--- src/rtl/mem_stage_pkg.sv ---
// Shared definitions for the memory-access stage: access sizes, FSM
// state encoding and the lane helpers used for stores and alignment checks.
package mem_stage_pkg;

    localparam logic [1:0] MEM_SZ_B = 2'd0;
    localparam logic [1:0] MEM_SZ_H = 2'd1;
    localparam logic [1:0] MEM_SZ_W = 2'd2;

    typedef enum logic [1:0] {
        MEM_IDLE = 2'd0,
        MEM_REQ  = 2'd1,
        MEM_RESP = 2'd2
    } mem_state_e;

    // Half-words need an even address, words need a 4-byte boundary.
    // The unused size code 3 is treated like a word.
    function automatic logic mem_misaligned(input logic [1:0] size, input logic [1:0] addr);
        logic mis;
        case (size)
            MEM_SZ_B: mis = 1'b0;
            MEM_SZ_H: mis = addr[0];
            default:  mis = (addr != 2'b00);
        endcase
        return mis;
    endfunction

    function automatic logic [3:0] mem_be(input logic [1:0] size, input logic [1:0] addr);
        logic [3:0] be;
        case (size)
            MEM_SZ_B: be = 4'b0001 << addr;
            MEM_SZ_H: be = 4'b0011 << addr;
            default:  be = 4'hF;
        endcase
        return be;
    endfunction

    // Store data is replicated onto every lane; the byte enables pick the lane.
    function automatic logic [31:0] mem_wdata(input logic [1:0] size, input logic [31:0] din);
        logic [31:0] wd;
        case (size)
            MEM_SZ_B: wd = {4{din[7:0]}};
            MEM_SZ_H: wd = {2{din[15:0]}};
            default:  wd = din;
        endcase
        return wd;
    endfunction

endpackage

--- src/rtl/mem_stage_if.sv ---
// Data-memory request/grant/response bus between the memory stage and memory.
interface mem_stage_if #(
    parameter int ADDR_W = 32
) ();
    logic              req;
    logic              we;
    logic [ADDR_W-1:0] addr;
    logic [3:0]        be;
    logic [31:0]       wdata;
    logic              gnt;
    logic              rvalid;
    logic [31:0]       rdata;

    modport master (
        output req, we, addr, be, wdata,
        input  gnt, rvalid, rdata
    );

    modport slave (
        input  req, we, addr, be, wdata,
        output gnt, rvalid, rdata
    );
endinterface

--- src/rtl/mem_stage_load_align.sv ---
// Picks the addressed byte/half out of the returned word and extends it.
module mem_load_align
    import mem_stage_pkg::*;
(
    input  logic [31:0] rdata,
    input  logic [1:0]  addr,
    input  logic [1:0]  size,
    input  logic        uns,
    output logic [31:0] data
);

    logic [7:0]  byte_v;
    logic [15:0] half_v;

    // Lane select followed by sign or zero extension.
    always_comb begin
        byte_v = 8'h00;
        half_v = 16'h0000;
        data   = rdata;
        case (addr)
            2'd0:    byte_v = rdata[7:0];
            2'd1:    byte_v = rdata[15:8];
            2'd2:    byte_v = rdata[23:16];
            default: byte_v = rdata[31:24];
        endcase
        half_v = addr[1] ? rdata[31:16] : rdata[15:0];
        case (size)
            MEM_SZ_B: data = {{24{~uns & byte_v[7]}}, byte_v};
            MEM_SZ_H: data = {{16{~uns & half_v[15]}}, half_v};
            default:  data = rdata;
        endcase
    end

endmodule

--- src/rtl/mem_stage.sv ---
// Memory-access stage: EX/MEM register, bus FSM and result register.
//
// state    | meaning
// ---------+-------------------------------------------------------------
// MEM_IDLE | no bus activity; non-memory and misaligned ops retire here
// MEM_REQ  | dmem.req high, bus fields decoded from the EX/MEM register
// MEM_RESP | load granted, waiting for rvalid
//
// The FSM enters MEM_REQ on the same edge that captures an aligned memory
// op, so the request is visible in the first cycle after capture. The
// register's valid bit is cleared when the access completes so the stage
// does not re-issue the op once back in MEM_IDLE.
module mem_stage
    import mem_stage_pkg::*;
#(
    parameter int ADDR_W = 32
) (
    input  logic        clk,
    input  logic        rst,
    input  logic [31:0] EX_alu_res,
    input  logic [31:0] EX_mem_din,
    input  logic        EX_vld,
    input  logic        EX_mem_rd,
    input  logic        EX_mem_wr,
    input  logic [1:0]  EX_mem_size,
    input  logic        EX_mem_uns,
    output logic        MEM_stall,
    output logic [31:0] MEM_data,
    output logic        MEM_vld,
    output logic        MEM_misalign,
    mem_stage_if.master dmem
);

    mem_state_e  state_q, state_d;
    logic [31:0] alu_res_q, alu_res_d;
    logic [31:0] din_q, din_d;
    logic        vld_q, vld_d;
    logic        rd_q, rd_d;
    logic        wr_q, wr_d;
    logic [1:0]  size_q, size_d;
    logic        uns_q, uns_d;
    logic [31:0] mem_data_q, mem_data_d;
    logic        mem_vld_q, mem_vld_d;
    logic        misalign_q, misalign_d;

    logic        reg_mem_op;
    logic        reg_aligned;
    logic        capture;
    logic        ex_mem_op;
    logic        ex_mis;
    logic        in_req;
    logic [31:0] load_val;

    mem_load_align u_load_align (
        .rdata (dmem.rdata),
        .addr  (alu_res_q[1:0]),
        .size  (size_q),
        .uns   (uns_q),
        .data  (load_val)
    );

    // Stall and bus decode; bus fields are zero whenever no request is out.
    always_comb begin
        reg_mem_op  = vld_q & (rd_q | wr_q);
        reg_aligned = ~mem_misaligned(size_q, alu_res_q[1:0]);
        MEM_stall   = (state_q != MEM_IDLE) | (reg_mem_op & reg_aligned);
        capture     = ~MEM_stall;
        ex_mem_op   = EX_vld & (EX_mem_rd | EX_mem_wr);
        ex_mis      = mem_misaligned(EX_mem_size, EX_alu_res[1:0]);

        in_req      = (state_q == MEM_REQ);
        dmem.req    = in_req;
        dmem.we     = in_req & wr_q;
        dmem.addr   = in_req ? {alu_res_q[ADDR_W-1:2], 2'b00} : '0;
        dmem.be     = in_req ? mem_be(size_q, alu_res_q[1:0]) : 4'h0;
        dmem.wdata  = in_req ? mem_wdata(size_q, din_q) : 32'h0;
    end

    // Next-state: register capture, FSM transitions, one-cycle result pulse.
    always_comb begin
        state_d    = state_q;
        alu_res_d  = alu_res_q;
        din_d      = din_q;
        vld_d      = vld_q;
        rd_d       = rd_q;
        wr_d       = wr_q;
        size_d     = size_q;
        uns_d      = uns_q;
        mem_data_d = mem_data_q;
        mem_vld_d  = 1'b0;
        misalign_d = 1'b0;

        if (capture) begin
            alu_res_d = EX_alu_res;
            din_d     = EX_mem_din;
            vld_d     = EX_vld;
            rd_d      = EX_mem_rd;
            wr_d      = EX_mem_wr;
            size_d    = EX_mem_size;
            uns_d     = EX_mem_uns;
        end

        case (state_q)
            MEM_IDLE: begin
                if (capture && EX_vld) begin
                    if (ex_mem_op && !ex_mis) begin
                        state_d = MEM_REQ;
                    end else begin
                        mem_vld_d  = 1'b1;
                        mem_data_d = EX_alu_res;
                        misalign_d = ex_mem_op;
                    end
                end
            end
            MEM_REQ: begin
                if (dmem.gnt) begin
                    if (wr_q) begin
                        state_d    = MEM_IDLE;
                        vld_d      = 1'b0;
                        mem_vld_d  = 1'b1;
                        mem_data_d = 32'h0;
                    end else begin
                        state_d = MEM_RESP;
                    end
                end
            end
            MEM_RESP: begin
                if (dmem.rvalid) begin
                    state_d    = MEM_IDLE;
                    vld_d      = 1'b0;
                    mem_vld_d  = 1'b1;
                    mem_data_d = load_val;
                end
            end
            default: state_d = MEM_IDLE;
        endcase
    end

    // State and output registers.
    always_ff @(posedge clk or negedge rst) begin
        if (!rst) begin
            state_q    <= MEM_IDLE;
            alu_res_q  <= 32'h0;
            din_q      <= 32'h0;
            vld_q      <= 1'b0;
            rd_q       <= 1'b0;
            wr_q       <= 1'b0;
            size_q     <= MEM_SZ_B;
            uns_q      <= 1'b0;
            mem_data_q <= 32'h0;
            mem_vld_q  <= 1'b0;
            misalign_q <= 1'b0;
        end else begin
            state_q    <= state_d;
            alu_res_q  <= alu_res_d;
            din_q      <= din_d;
            vld_q      <= vld_d;
            rd_q       <= rd_d;
            wr_q       <= wr_d;
            size_q     <= size_d;
            uns_q      <= uns_d;
            mem_data_q <= mem_data_d;
            mem_vld_q  <= mem_vld_d;
            misalign_q <= misalign_d;
        end
    end

    assign MEM_data     = mem_data_q;
    assign MEM_vld      = mem_vld_q;
    assign MEM_misalign = misalign_q;

endmodule

--- src/flat_wrapper.sv ---
// flat-port wrapper written by rule: the top's interface ports become plain ports
module mem_stage_flat import mem_stage_pkg::*;
#(
    parameter int ADDR_W = 32
)
  (clk, rst, EX_alu_res, EX_mem_din, EX_vld, EX_mem_rd, EX_mem_wr, EX_mem_size, EX_mem_uns, MEM_stall, MEM_data, MEM_vld, MEM_misalign, dmem_req, dmem_we, dmem_addr, dmem_be, dmem_wdata, dmem_gnt, dmem_rvalid, dmem_rdata);
  mem_stage_if #(.ADDR_W(ADDR_W)) dmem_i ();
  input  logic clk;
  input  logic rst;
  input  logic [31:0] EX_alu_res;
  input  logic [31:0] EX_mem_din;
  input  logic EX_vld;
  input  logic EX_mem_rd;
  input  logic EX_mem_wr;
  input  logic [1:0] EX_mem_size;
  input  logic EX_mem_uns;
  output logic MEM_stall;
  output logic [31:0] MEM_data;
  output logic MEM_vld;
  output logic MEM_misalign;
  output wire logic [$bits(dmem_i.req)-1:0] dmem_req;
  output wire logic [$bits(dmem_i.we)-1:0] dmem_we;
  output wire logic [$bits(dmem_i.addr)-1:0] dmem_addr;
  output wire logic [$bits(dmem_i.be)-1:0] dmem_be;
  output wire logic [$bits(dmem_i.wdata)-1:0] dmem_wdata;
  input wire logic [$bits(dmem_i.gnt)-1:0] dmem_gnt;
  input wire logic [$bits(dmem_i.rvalid)-1:0] dmem_rvalid;
  input wire logic [$bits(dmem_i.rdata)-1:0] dmem_rdata;
  assign dmem_req = dmem_i.req;
  assign dmem_we = dmem_i.we;
  assign dmem_addr = dmem_i.addr;
  assign dmem_be = dmem_i.be;
  assign dmem_wdata = dmem_i.wdata;
  assign dmem_i.gnt = dmem_gnt;
  assign dmem_i.rvalid = dmem_rvalid;
  assign dmem_i.rdata = dmem_rdata;
  mem_stage #(.ADDR_W(ADDR_W)) u_core (.clk(clk), .rst(rst), .EX_alu_res(EX_alu_res), .EX_mem_din(EX_mem_din), .EX_vld(EX_vld), .EX_mem_rd(EX_mem_rd), .EX_mem_wr(EX_mem_wr), .EX_mem_size(EX_mem_size), .EX_mem_uns(EX_mem_uns), .MEM_stall(MEM_stall), .MEM_data(MEM_data), .MEM_vld(MEM_vld), .MEM_misalign(MEM_misalign), .dmem(dmem_i));
endmodule
--- config.mk ---
export PLATFORM = sky130hd
export DESIGN_NAME = mem_stage_flat
export DESIGN_NICKNAME = d
export VERILOG_FILES = /design/src/rtl/mem_stage_pkg.sv /design/src/rtl/mem_stage_if.sv /design/src/rtl/mem_stage_load_align.sv /design/src/rtl/mem_stage.sv /design/src/flat_wrapper.sv
export SDC_FILE = /design/constraint.sdc
export NUM_CORES = 1
export LEC_CHECK = 0
export CORE_MARGIN = 2
export CORE_UTILIZATION = 45
export CTS_CLUSTER_DIAMETER = 120
export DETAILED_ROUTE_END_ITERATION = 6
export HOLD_SLACK_MARGIN = 0.15
export PLACE_DENSITY = 0.81
export RECOVER_POWER = 25
export SLEW_MARGIN = 15
export SYNTH_ARGS = -nofsm -noshare
export SYNTH_HDL_FRONTEND = slang
export SYNTH_SLANG_ARGS = --single-unit
--- constraint.sdc ---
create_clock -name clk -period 2.7 [get_ports clk]
set_input_delay 0.675 -clock clk [delete_from_list [all_inputs] [get_ports clk]]
set_output_delay 0.675 -clock clk [all_outputs]
set_load 0.01 [all_outputs]
== Yosys cells after proc, flatten, opt, wreduce, memory -nomap -nowiden ==
Cells that the tools add are included.
Storage, ports and cells
  flip-flop bits (word level): 106
  input port bits: 106
  word-level logic and storage cells: 86
Operators by class
  equal/unequal tests: 12
  shift operators: 2
  mux-type cells: 36
  bitwise logic cells: 12
  reduce and logical (&&, ||, !) cells: 13
Operators by type and width (number)
  2-to-1 mux 32 bit: 7
  case mux 32 bit (2 select lines): 2
  case mux 32 bit (3 select lines): 1
  case mux 8 bit (3 select lines): 1
  2-to-1 mux 16 bit: 1
  2-to-1 mux 1 bit: 12
  2-to-1 mux 2 bit: 5
  equality test 2 x 1 -> 1 bit (second input constant): 4
  logical NOT 2 bit: 4
  inequality test 2 x 1 -> 1 bit (second input constant): 4
  case mux 4 bit (2 select lines): 1
  bitwise AND 1 bit: 6
  case mux 1 bit (2 select lines): 3
  case mux 2 bit (3 select lines): 1
  AND reduction 6 bit: 1
  nonzero test 2 bit: 3
  equality test 2 bit (second input constant): 2
  2-to-1 mux 4 bit: 1
  inequality test 2 bit (second input constant): 2
  AND reduction 4 bit: 1
  left shift 1 x 2 -> 4 bit (first input constant): 1
  left shift 2 x 2 -> 4 bit (first input constant): 1
  inverter 1 bit: 3
  OR 1 bit: 3
  other kinds (4): 5

== Longest topological paths before layout ==
  depth after elaboration: 9
  mapped depth: 9

== Cells and area by module ==
From an unflattened synthesis, not the netlist that was laid out.
Second synthesis, totals
  cell total of the unflattened synthesis: 611
  area total of the unflattened synthesis: 6273.5 um^2
By module, submodules not included
  mem_stage: times used 1, cells an instance 496, area each 5427.7 um^2, sequential area each 2652.5 um^2
  mem_load_align: times used 1, cells an instance 115, area each 845.8 um^2, sequential area each 0.0 um^2

== Least setup slack after synthesis ==
No wires, ideal clock.
  kind: reg-to-output
  start: register u_core.size_q[0]
  end: output MEM_stall
  arrival time: 1.607 ns
  setup slack: 0.418 ns
  cell stages (with the launch flop): 8
  cell sequence: dfrtp_1 buf_2 or2_1 buf_4 a221oi_4 nor2_2 inv_2 buf_2
On the way
  longest elaborated chain between the ends: 5
  elaborated cells on any way between the ends: 6
  classes of those cells: eq/ne: 1; mux: 1; bitwise: 3; reduce/logical: 1
Ends and longest elaborated chain
  start: declaration: RTL line mem_stage.sv:40  | logic [1:0] size_q, size_d;
  start signal: assignment: RTL line mem_stage.sv:160  | size_q <= size_d;
  equality test 2 x 1 -> 1 bit or logical NOT 2 bit (tied branches): RTL line mem_stage_pkg.sv:19  | case (size)
  case mux 1 bit (2 select lines) *: RTL line mem_stage_pkg.sv:19
  inverter 1 bit *: RTL line mem_stage.sv:65  | reg_aligned = ~mem_misaligned(size_q, alu_res_q[1:0]);
  bitwise AND 1 bit *: RTL line mem_stage.sv:66  | MEM_stall = (state_q != MEM_IDLE) | (reg_mem_op & reg_aligned);
  OR 1 bit *: RTL line mem_stage.sv:66
  end: declaration: RTL line flat_wrapper.sv:17  | output logic MEM_stall;
Mark *: on every way between the ends. The rest lies on a longest branch, timed or not.

== Worst setup path after layout ==
  start: register u_core.state_q[1]
  end: output dmem_wdata[20]
On the way
  longest elaborated chain between the ends: 2
Ends and longest elaborated chain
  start: declaration: RTL line mem_stage.sv:34  | mem_state_e state_q, state_d;
  start signal: assignment: RTL line mem_stage.sv:154  | state_q <= state_d;
  equality test 2 x 1 -> 1 bit: RTL line mem_stage.sv:71  | in_req = (state_q == MEM_REQ);
  2-to-1 mux 32 bit: RTL line mem_stage.sv:76  | dmem.wdata = in_req ? mem_wdata(size_q, din_q) : 32'h0;
  end: declaration: RTL line flat_wrapper.sv:25  | output wire logic [$bits(dmem_i.wdata)-1:0] dmem_wdata;
No other way between the ends.

==> results.yml <==
status:
  status: "finished with violations"
  violations: "max-capacitance violations, max-slew violations"
final_layout:
  area_growth_pct: 45.82
  final_cells: 1033
  nets: 966
  drive_above_1_share_pct: 8.943
  diodes: 0
clock_network:
  cts.sinks: 106
  clk_root_buffer_cell: "clkbuf_16"
  clk_latency_ns: 0.35
  cts_buffer_depth: 2
  cts_tree: "yes"
  cts_htree_levels: 3
  numCtsBuffers: 9
  path_clk_slew_ns: 0.07
worst_hold_path:
  holdPathStages: 2
  hold_class: "reg2reg"
die:
  core_area_um2: 12570
  die_h_um: 117.3
  start_util_pct: 45.99
  placementRows: 41
  ios: 211
  dieArea_um2: 13770
  die_w_um: 117.3
yosys:
  yosys.area.top_type: "dfrtp_1"
  yosysWarnings: 0
  ys_seq_elements: 106
  postSynthAreaPerCell_um2: 8.666
  synth_top_area_share_pct: 45.89
  synthFlopType: "dfrtp_1"
  ys_top_cells_by_area: "dfrtp_1, nand2_1, and2_1"
  synth_top_family_by_area: "simple AND/OR/NAND/NOR gates"
  synth_compound_area_share_pct: 16.75
  synthSimpleGateAreaFrac_pct: 23.87
  yosysMostFrequentCell: "nand2_1"
  synth.top_cells.by_count: "nand2_1, dfrtp_1, nor2_1"
  synthMuxAreaShare_pct: 7.403
  netlist_area_um2: 5781
  synth_xor_area_share_pct: 0
  seq_area_frac_synth_pct: 45.89
  synth_cell_types: 41
  synth-edff-count: 0
  syn_inst: 667
  synth_fa_ha_area_share_pct: 0.8658
  async_flop_share_pct: 100.0
critical_path:
  critical_path_arrival_ns: 1.95
  end_kind: "primary output"
  r2r_cells: 6
  path_class: "reg2out"
  cp_num_cells: 6
  worst_setup_path_start_kind: "register"
  worstPathCellList: "inv_2 -> ha_4 -> inv_2 -> buf_12 -> nor2_1 -> clkdlybuf4s50_1"
  cp.buffers_inverters: 4
  critPathMaxFanout: 24
  slowest_stage: "clkdlybuf4s50_1"
  worst-endpoint-required_ns: 2.03
  crit_family: "buffers and inverters"
  cp_common_cell: "inv_2"
  cp_slowest_stage_delay_ns: 0.54
timing:
  setup_tns_ns: 0
  min_period_ns: 2.629
  finClkSkew_ns: 0.007722
  period_share_pct: 97.37
  fmax_mhz: 380.4
  slew_headroom_pct: -34.68
  final-hold-violation-count: 0
  setup_viol: 0
  final_max_slew_viol_count: 36
  rsz0062_at_grt: "no"
  tightest_slew_ns: 2.020
flow_run:
  cap_violations: 1
detailed_routing:
  postRouteAntennaNets: 0
  dr_total_vias: 5709
  drc_errors: 0
  viasPerCell: 5.527
  dr.pass1.iters: 6
  post_drt_wl_per_cell_um: 18.21
  first_iter_violations: 416
  routed_wl_mm: 18.81
power_and_ir_drop:
  ir_drop_mv: 0.7505
  power_density_nw_per_um2: 1303
  cellLeakagePower_uw: 0.003788
place:
  dp_cells: 1016
  hpwlAfterDp_mm: 13.85
  routabilityCongestion: 0.8801
  port_buffers: 208
global_routing:
  grt_pass1_wl_mm: 30.33
  grt_start_max_net_pins: 69
  grt.overflow.total: 0
  track_usage_pct: 27.51
  first_global_vias: 5735
  antenna_found_initial: 0
## per-layer routing
layer | vias up | GRT usage, % | share of wire, % | wire length [um]
met3 | 42 | 6.761 | 8.6 | 1625
li1 | 2634 | - | - | -
met5 | - | 0 | 0 | 0
met4 | 0 | 9.337 | 2.7 | 502
met2 | 324 | 46.38 | 49 | 9221
met1 | 2709 | 34.66 | 40 | 7463
## cell usage in the layout (no fill, tap or decap), drive strengths merged, types with 12 or more instances in the layout
cell type,netlist,routed
dfrtp,106,106
clkbuf,30,12
a21oi,40,40
mux2,22,22
a32oi,17,17
nand2b,32,32
o21ai,15,15
dlygate4sd2,0,16
a31oi,25,25
clkdlybuf4s50,0,184
nor2,60,60
mux2i,18,18
and2,40,40
buf,25,24
nand2,164,164
## worst reg2reg max path, stage by stage (launching register included)
cell,delay [ns]
dfrtp_1,0.44
inv_1,0.11
ha_1,0.32
inv_1,0.16
nor2_4,0.14
buf_4,0.65
mux2_2,0.44
## flip-flops by register name, summed over array words and instances (netlist names)
signal and count:
u_core.MEM_data 32, u_core.MEM_misalign 1, u_core.MEM_vld 1, u_core.alu_res_q 32, u_core.din_q 32, u_core.rd_q 1, u_core.size_q 2, u_core.state_q 2
u_core.uns_q 1, u_core.vld_q 1, u_core.wr_q 1
## path summary, 6_finish.rpt
check                                startpoint                    to  slack [ns]
setup / recovery              u_core.state_q[1]        dmem_wdata[20]        0.07
max in group asynchronous                   rst      u_core.size_q[1]        0.45
setup reg to reg              u_core.state_q[0]   u_core.alu_res_q[5]        0.32
min in group asynchronous                   rst   u_core.MEM_data[20]        0.90
hold reg to reg            u_core.alu_res_q[12]  u_core.alu_res_q[12]        0.47
hold / removal             u_core.alu_res_q[12]  u_core.alu_res_q[12]        0.47
## power by group
part	switching, uW	internal [uW]	leakage (uW)
combinational	3480	2990	0.00237
clock	597	869	0.000162
sequential	596	2450	0.00126
## area by class of cell
cell class	instances	area [um2]
repair buffers	232	2332
clock buffers	11	252.7
inverters	9	37.54
fillers	1030	4139
clock inverters	5	85.08
multi-input cells	498	2851
flip-flops and latches	106	2655
well taps	172	215.2
## repair_timing
item,4_1_cts,5_1_grt
buffers inserted,1,0
hold buffers,0,0
cloned,0,0
pin swaps,1,1
gates resized for setup,23,10
setup endpoints to repair,59,15
## stage by stage
step | power [uW] | hold WS, ns | instance area [um2] | setup slack, ns | utilization [%]
2_1_floorplan | 6892 | 0.3794 | 5784 | 0.4181 | -
3_3_place_gp | 9298 | 0.4513 | 8056 | 0.1926 | 64.10
3_5_place_dp | 9536 | 0.4544 | 8056 | 0.1280 | 64.10
4_1_cts | 11010 | 0.2962 | 8411 | 0.003805 | 66.92
5_1_grt | 11750 | 0.4979 | 8429 | 0.004260 | 67.07
6_report | 10980 | 0.4733 | 8429 | 0.07101 | 67.07
## kinds of logic (layout without fill, tap and decap cells)
kind of cell	Yosys count	after routing
AND/OR/NAND/NOR	311	311
multiplexers	40	40
adder cells (fa/ha/maj)	4	4
AO/OA/AOI/OAI	141	141
flip-flops	106	106
buffers and inverters	64	257
other	1	2
(Power assumes the default switching activity.)
